--- src/rtl/sevenseg_scan_driver.sv ---
// Multiplexed seven-segment scanner: refresh prescaler, scan index, hex decode,
// per-digit decimal points, leading-zero blanking and frame-synchronous (tear-free)
// value updates. Define SEVENSEG_DIM_EN to add a 4-bit PWM brightness control on
// the digit enables.
module sevenseg_scan_driver #(
  parameter int unsigned Digits       = 5,
  parameter int unsigned RefreshDiv   = 50000,
  parameter bit          SegActiveLow = 1'b0
) (
  input  logic                clk_i,
  input  logic                rst_ni,
  input  logic [4*Digits-1:0] digits_i,
  input  logic [Digits-1:0]   dp_i,
  input  logic                load_i,
  input  logic                lz_blank_i,
`ifdef SEVENSEG_DIM_EN
  input  logic [3:0]          brightness_i,
`endif
  output logic [Digits-1:0]   seg_sel_o,
  output logic [7:0]          seg_data_o,
  output logic                frame_done_o,
  output logic                pending_o
);

  localparam int unsigned PsW  = $clog2(RefreshDiv);
  localparam int unsigned IdxW = $clog2(Digits);
  localparam logic [PsW-1:0]  PsLast  = PsW'(RefreshDiv - 1);
  localparam logic [IdxW-1:0] IdxLast = IdxW'(Digits - 1);
  localparam logic [7:0]      SegOff  = SegActiveLow ? 8'hFF : 8'h00;

  logic [PsW-1:0]      ps_q, ps_d;
  logic [IdxW-1:0]     idx_q, idx_d;
  logic [4*Digits-1:0] pend_dig_q, pend_dig_d;
  logic [Digits-1:0]   pend_dp_q, pend_dp_d;
  logic                pend_q, pend_d;
  logic [4*Digits-1:0] shd_dig_q, shd_dig_d;
  logic [Digits-1:0]   shd_dp_q, shd_dp_d;
  logic                frame_done_q, frame_done_d;
  logic [Digits-1:0]   seg_sel_q, seg_sel_d;
  logic [7:0]          seg_data_q, seg_data_d;

  logic                tick, boundary;
  logic [Digits-1:0]   blank;
  logic [Digits-1:0]   sel_onehot;
  logic [3:0]          cur_nib;
  logic                cur_dp, cur_blank;
  logic [6:0]          cur_seg;

  // Active-high segment pattern, bits g..a.
  function automatic logic [6:0] hex2seg(input logic [3:0] nib);
    logic [6:0] seg;
    unique case (nib)
      4'h0: seg = 7'h3F;
      4'h1: seg = 7'h06;
      4'h2: seg = 7'h5B;
      4'h3: seg = 7'h4F;
      4'h4: seg = 7'h66;
      4'h5: seg = 7'h6D;
      4'h6: seg = 7'h7D;
      4'h7: seg = 7'h07;
      4'h8: seg = 7'h7F;
      4'h9: seg = 7'h6F;
      4'hA: seg = 7'h77;
      4'hB: seg = 7'h7C;
      4'hC: seg = 7'h39;
      4'hD: seg = 7'h5E;
      4'hE: seg = 7'h79;
      4'hF: seg = 7'h71;
    endcase
    return seg;
  endfunction

  assign tick     = (ps_q == PsLast);
  assign boundary = tick && (idx_q == IdxLast);

  // Prescaler and scan index advance.
  always_comb begin
    ps_d  = tick ? '0 : ps_q + 1'b1;
    idx_d = idx_q;
    if (tick) begin
      idx_d = (idx_q == IdxLast) ? '0 : idx_q + 1'b1;
    end
  end

  // Pending/shadow handoff; the shadow only changes on a frame boundary so a
  // frame never mixes old and new digits.
  always_comb begin
    pend_dig_d = pend_dig_q;
    pend_dp_d  = pend_dp_q;
    pend_d     = pend_q;
    shd_dig_d  = shd_dig_q;
    shd_dp_d   = shd_dp_q;
    if (boundary && load_i) begin
      shd_dig_d = digits_i;
      shd_dp_d  = dp_i;
      pend_d    = 1'b0;
    end else if (boundary && pend_q) begin
      shd_dig_d = pend_dig_q;
      shd_dp_d  = pend_dp_q;
      pend_d    = 1'b0;
    end else if (load_i) begin
      pend_dig_d = digits_i;
      pend_dp_d  = dp_i;
      pend_d     = 1'b1;
    end
  end

  // Digit i is blankable when it and every more significant nibble are zero.
  always_comb begin
    logic hi_zero;
    hi_zero = 1'b1;
    blank   = '0;
    for (int i = Digits - 1; i >= 0; i--) begin
      hi_zero  = hi_zero & (shd_dig_q[4*i +: 4] == 4'h0);
      blank[i] = hi_zero && (i != 0);
    end
  end

  // Select the shadow digit addressed by the current scan index.
  always_comb begin
    cur_nib    = '0;
    cur_dp     = 1'b0;
    cur_blank  = 1'b0;
    sel_onehot = '0;
    for (int unsigned i = 0; i < Digits; i++) begin
      if (idx_q == IdxW'(i)) begin
        cur_nib       = shd_dig_q[4*i +: 4];
        cur_dp        = shd_dp_q[i];
        cur_blank     = blank[i];
        sel_onehot[i] = 1'b1;
      end
    end
  end

`ifdef SEVENSEG_DIM_EN
  logic [3:0] pwm_q;

  // Free-running PWM phase for digit-enable dimming.
  always_ff @(posedge clk_i or negedge rst_ni) begin
    if (!rst_ni) begin
      pwm_q <= 4'h0;
    end else begin
      pwm_q <= pwm_q + 4'h1;
    end
  end

  // Digit enable gated by the brightness duty.
  always_comb begin
    seg_sel_d = (pwm_q <= brightness_i) ? sel_onehot : '0;
  end
`else
  // Digit enable follows the scan index directly.
  always_comb begin
    seg_sel_d = sel_onehot;
  end
`endif

  // Segment data with blanking; polarity inversion is the last step.
  always_comb begin
    cur_seg      = (lz_blank_i && cur_blank) ? 7'h00 : hex2seg(cur_nib);
    seg_data_d   = {cur_dp, cur_seg} ^ {8{SegActiveLow}};
    frame_done_d = boundary;
  end

  // All state registers.
  always_ff @(posedge clk_i or negedge rst_ni) begin
    if (!rst_ni) begin
      ps_q         <= '0;
      idx_q        <= '0;
      pend_dig_q   <= '0;
      pend_dp_q    <= '0;
      pend_q       <= 1'b0;
      shd_dig_q    <= '0;
      shd_dp_q     <= '0;
      frame_done_q <= 1'b0;
      seg_sel_q    <= '0;
      seg_data_q   <= SegOff;
    end else begin
      ps_q         <= ps_d;
      idx_q        <= idx_d;
      pend_dig_q   <= pend_dig_d;
      pend_dp_q    <= pend_dp_d;
      pend_q       <= pend_d;
      shd_dig_q    <= shd_dig_d;
      shd_dp_q     <= shd_dp_d;
      frame_done_q <= frame_done_d;
      seg_sel_q    <= seg_sel_d;
      seg_data_q   <= seg_data_d;
    end
  end

  assign seg_sel_o    = seg_sel_q;
  assign seg_data_o   = seg_data_q;
  assign frame_done_o = frame_done_q;
  assign pending_o    = pend_q;

endmodule

--- config.mk ---
export PLATFORM = sky130hd
export DESIGN_NAME = sevenseg_scan_driver
export DESIGN_NICKNAME = d
export VERILOG_FILES = /design/src/rtl/sevenseg_scan_driver.sv
export SDC_FILE = /design/constraint.sdc
export NUM_CORES = 1
export LEC_CHECK = 0
export ABC_AREA = 1
export CORE_ASPECT_RATIO = 0.6
export CORE_MARGIN = 2
export CORE_UTILIZATION = 51
export DETAILED_ROUTE_END_ITERATION = 12
export GPL_TIMING_DRIVEN = 0
export PLACE_DENSITY = 0.76
export SETUP_SLACK_MARGIN = 0.1
export SLEW_MARGIN = 20
export SYNTH_ARGS = -nofsm -noshare
export SYNTH_HDL_FRONTEND = slang
export SYNTH_SLANG_ARGS = --single-unit
--- constraint.sdc ---
create_clock -name clk_i -period 2.5 [get_ports clk_i]
set_clock_uncertainty 0.2 [all_clocks]
set_input_delay 0.375 -clock clk_i [delete_from_list [all_inputs] [get_ports clk_i]]
set_output_delay 0.375 -clock clk_i [all_outputs]
set_load 0.02 [all_outputs]
Word level (Yosys, flattened, before mapping):

Memories as Yosys holds them, arrays and structs flattened.
Cells that the tools add are included.

* register bits after elaboration: 84
* memory bits (read-only): 112
* input bits: 29
* output and inout port bits: 15
* logic and storage cells: 64
* memories kept: 1

Memory list
* (no name shown): depth 16, width 7, rd ports 1, clocked after memory_dff 0, write ports 0, line 52 `unique case (nib)`

* add/subtract/negate cells: 2
* equal/unequal tests: 5
* multiplexer cells: 29
* bitwise operators: 5
* reductions and logical operators: 12

Operators with widths (count)
* two-way mux 20 bit: 2
* two-way mux 4 bit: 5
* two-way mux 1 bit: 17
* adder 16 x 1 -> 16 bit (second input constant): 1
* equality test 16 bit (second input constant): 1
* zero test 4 bit: 4
* two-way mux 16 bit: 1
* two-way mux 5 bit: 2
* two-way mux 7 bit: 1
* equality test 3 x 2 -> 1 bit (second input constant): 2
* logical AND 1 bit: 4
* adder 3 x 1 -> 3 bit (second input constant): 1
* AND 1 bit: 3
* equality test 3 x 1 -> 1 bit (second input constant): 1
* equality test 3 bit (second input constant): 1
* zero test 3 bit: 1
* two-way mux 3 bit: 1
* AND reduction 3 bit: 1
* nonzero test 3 bit: 1
* NOT 1 bit: 2
* nonzero test 2 bit: 1

Logic depth before layout (Yosys ltp):

* depth after elaboration: 10
* gate-level depth with buffers: 16
* mapped depth without buffers: 16

Least setup slack after synthesis:

Ideal clock, no wire load.

* path type: flip-flop to flip-flop
* from: register idx_q[0]
* to: register seg_data_q[3] (netlist: seg_data_o[3])
* setup time: 0.119 ns
* data arrival time: 2.099 ns
* data required time: 2.181 ns
* setup slack: 0.082 ns
* cell stages (with the launch flop): 14
* path buffers: 0
* clock period less this slack: 2.418 ns
* path through: dfrtp_1 -> ha_1 -> ha_1 -> inv_1 -> o21ai_0 -> inv_1 -> nand2_1 -> a21oi_1 -> inv_1 -> ha_1 -> nand3b_1 -> nand2_1 -> o21ai_1 -> nor2_1

* longest elaborated chain between the ends: 8
* elaborated cells on any way between the ends: 17
* classes of those cells: eq/ne: 4; mux: 10; reduce/logical: 2; memory: 1

RTL lines
* from (decl): line 32 `logic [IdxW-1:0] idx_q, idx_d;`
* from (signal assigned): line 180 `idx_q <= idx_d;`
* zero test 3 bit: line 126 `if (idx_q == IdxW'(i)) begin`
* two-way mux 4 bit (5 in a row): line 126
* memory read (16 x 7 bit)
* two-way mux 7 bit *: line 160 `cur_seg = (lz_blank_i && cur_blank) ? 7'h00 : hex2seg(cur_nib);`
* via cur_seg[3]: line 47 `logic [6:0] cur_seg;`
* to (signal assigned): line 177 `seg_data_q <= SegOff;`
* to (signal assigned): line 188 `seg_data_q <= seg_data_d;`
* to (decl): line 40 `logic [7:0] seg_data_q, seg_data_d;`

Mark *: on every way through the listed nets, which the timed path passes. The rest lies on a longest branch.
A chain may end at the register's enable or synchronous reset.

Worst setup path in the final report:

* from: register idx_q[1]
* to: register seg_data_q[0] (netlist: seg_data_o[0])

Same word-level chain as after synthesis.

==> summary.md <==
| Metric | Value |
|---|---|
| Unique cell type count in the Yosys netlist | 38 |
| Estimated wirelength of the detail-placed design | 7000 um |
| Die area | 9160 um^2 |
| Status | finished clean |
| Port-buffer cells | 43 |
| Peak VDD IR | 0.349 mV |
| Multi-input logic area | 1930 um^2 |
| Count of final hold-check violations | 0 |
| Clock Latency Late Sink | 350 ps |
| Vias in the first global route | 3,572 |
| Starting Density | 53.4% |
| Register area share after synthesis | 49.1% |
| Worst-Margin Slew | 583 ps |
| Post-DRT Antenna Nets | 0 |
| DRC | 0 |
| WL per Instance | 13.9 um |
| Layout Cells excl Fill | 730 |
| WS Path Type | reg -> reg |
| CP endpoint kind | flip-flop |
| Ys Warns | 0 |
| CTS Buf Count | 9 |
| Largest family of logic cells by synthesized area | simple AND/OR/NAND/NOR gates |
| Synth Area in Adders | 3.51% |
| Complex-gate fraction of the synthesized area | 8.31% |
| Syn-to-layout area delta | 26.4% |
| Storage cell area | 2100 um^2 |
| Synth Flop Type | dfrtp_1 |
| CTS clk-pin slew, worst paths | 60 ps |
| Max Root-Sink Buffers | 2 |
| Power Dens Cells | 560 nW/um^2 |
| Setup ws final | 80.6 ps |
| Final Setup Violations | 0 |
| Leak Pwr | 2.80 nW |
| DRT Wirelength | 10,100 um |
| Critical path fanouts, max | 4 |
| Required time worst endpoint | 2530 ps |
| First-pass GRT wire length | 16,700 um |
| Post-Syn Nets | 591 |
| Core area | 8010 um^2 |
| Critical path's largest stage delay | 420 ps |
| Post-synth EDFFs | 0 |
| Fin nets | 658 |
| Number of DRC markers in iteration 0 | 323 |
| Fraction of registers with async set/reset | 100% |
| Slowest-stage cell, CP | dfrtp_1 |
| Clk sinks | 84 |
| Most frequent cells in the layout | nand2_1 (158), nor2_1 (91), dfrtp_1 (83) |
| Most used cell, CP | nand2_2 |
| Max-slew violation count | 0 |
| Largest net degree at the start of global routing | 59 |
| Clk root buf | clkbuf_16 |
| Routed vias | 3,729 |
| Pre-antenna DRT Iters | 7 |
| DR vias/cell | 5.11 |
| Grt ovf | 0 |
| Final worst path period need | 2420 ps |
| Inst Count DP | 702 |
| Initial antenna violation count | 0 |
| WHS | 267 ps |
| CTS tree | yes |
| Slew headroom | 61.1% |
| Die height | 74.9 um |
| Fmax | 0.413 GHz |
| RSZ-0062 raised after global routing | true |
| CP Cell Sequence | inv_2 > ha_4 > inv_4 > nor2_4 > nand2_2 > nand3_2 > nand2_2 > a21oi_4 > buf_4 > ha_2 > inv_1 > nand3_1 > nand2_1 > o21ai_1 > nor2_1 |
| FILL cells | 694 |
| Share of post-route cells with drive strength above 1 | 14.3% |
| Synth Area in XOR/XNOR | 1.02% |
| Cell Area, Synth | 4280 um^2 |
| Max-cap violations | 0 |
| Mux cell area share after synthesis | 0% |
| Die Span X | 122 um |
| Post-route clock period utilization | 96.8% |
| # diodes | 0 |
| Io pins | 44 |
| # rows | 25 |
| Post-Synthesis Cells | 550 |
| # H-tree levels | 3 |
| Final core utilization | 67.5% |
| Synth Register Bits | 84 |
| Crit path launch type | flip-flop |
| Tot GR Track Use | 24.1% |
| Place WS | -298 ps |
| Syn Area/Cell | 7.78 um^2 |
| Worst hold path type | reg -> reg |
| CP arrival | 2450 ps |
| Post-Synth Simple-Gate Area | 29.6% |
| GPL Wtd Cong | 0.886 |
| Commonest non-fill, non-tap cell in the layout | nand2_1 |
[final timing paths]
check,startpoint,end,slack [ps],cells past startpoint
min,ps_q[0]$_DFF_PN0_,ps_q[0]$_DFF_PN0_,270,1
min reg2reg,ps_q[0]$_DFF_PN0_,ps_q[0]$_DFF_PN0_,270,1
max in group asynchronous,rst_ni,pend_dig_q[13]$_DFFE_PN0P_,1210,3
min in group asynchronous,rst_ni,ps_q[4]$_DFF_PN0_,290,2
max,idx_q[1]$_DFFE_PN0N_,seg_data_o[0]$_DFF_PN0_,80,15
max reg2reg,idx_q[1]$_DFFE_PN0N_,seg_data_o[0]$_DFF_PN0_,80,15
[area by class of cell]
cell class              instances  share of cell area (%)
clock inverters                 5                    1.39
well taps                     108                    2.50
plain buffers                  15                    1.85
multi-input cells             382                    35.7
repair buffers                 56                    10.1
clock buffers                  11                    4.49
inverters                      69                    5.02
flip-flops and latches         84                    38.9
[synth_stat cells (4+ instances only)]
cell type    n  area share, %
nand2_1    162             14
nor2_1      93            8.2
dfrtp_1     84             49
inv_1       64            5.6
a21oi_1     33            3.9
nand3_1     18            2.1
o21ai_0     15            1.8
ha_1        12            3.5
nor3_1       6           0.70
a21oi_2      5            1.0
buf_2        5           0.58
nand2_2      5           0.73
nor2_2       5           0.73
a22oi_1      4           0.70
clkbuf_1     4           0.35
inv_2        4           0.35
[through the flow]
stage | power (W) | area [um^2] | TNS (ps)
final | 0.00303 | 5410 | 0
after global routing | 0.00314 | 5410 | 0
after CTS | 0.00306 | 5290 | 0
after detailed placement | 0.00163 | 4870 | -1080
after global placement | 0.00162 | 4850 | -179000
after floorplan | 0.00152 | 4280 | 0
[critical path, delay by kind of cell, from the launching register on]
family | cells | cell delay (ps)
and+or+nand+nor | 7 | 590
AOI/OAI and AO/OA | 2 | 330
adders and majority gates | 2 | 370
buffers and inverters | 4 | 380
DFF | 1 | 420
[what timing repair did]
item	in CTS	in global routing
buffers inserted	5	6
hold endpoints to repair	26	0
gates cloned	0	0
pin swaps	2	6
resized for setup	15	25
setup endpoints to repair	7	7
hold buffers	1	0
[where the power goes]
| part | leakage (nW) | total (W) | internal (W) | switching, W |
|---|---|---|---|---|
| sequential | 1.04 | 0.00140 | 0.00140 | 0.00000933 |
| combinational | 1.59 | 0.000202 | 0.0000889 | 0.000113 |
| clock | 0.159 | 0.00142 | 0.000897 | 0.000525 |
[state kept, by name (all words and copies together) (netlist names)]
name and cells:
ps_q 16, shd_dig_q 20, pend_dp_q 5, seg_data_o 8, shd_dp_q 5, frame_done_o 1, pend_dig_q 20, idx_q 3
pending_o 1, seg_sel_o 5
[cells by family (layout without fill, tap and decap cells)]
kind of cell	count (synthesis)	count (layout)
xor+xnor	5	5
compound gates	63	63
simple gates	302	302
flops	84	84
fa+ha+maj	12	12
buf+inv	84	156
[layer usage]
metal / track usage, % / share of wire (%) / up-vias
met5: 0 / 0 / -
met1: 33.7 / 48 / 1739
met3: 5.76 / 6.0 / 20
met2: 36.7 / 44 / 130
met4: 9.71 / 2.1 / 0
li1: - / - / 1840
Power figures use the tool's default switching activity.
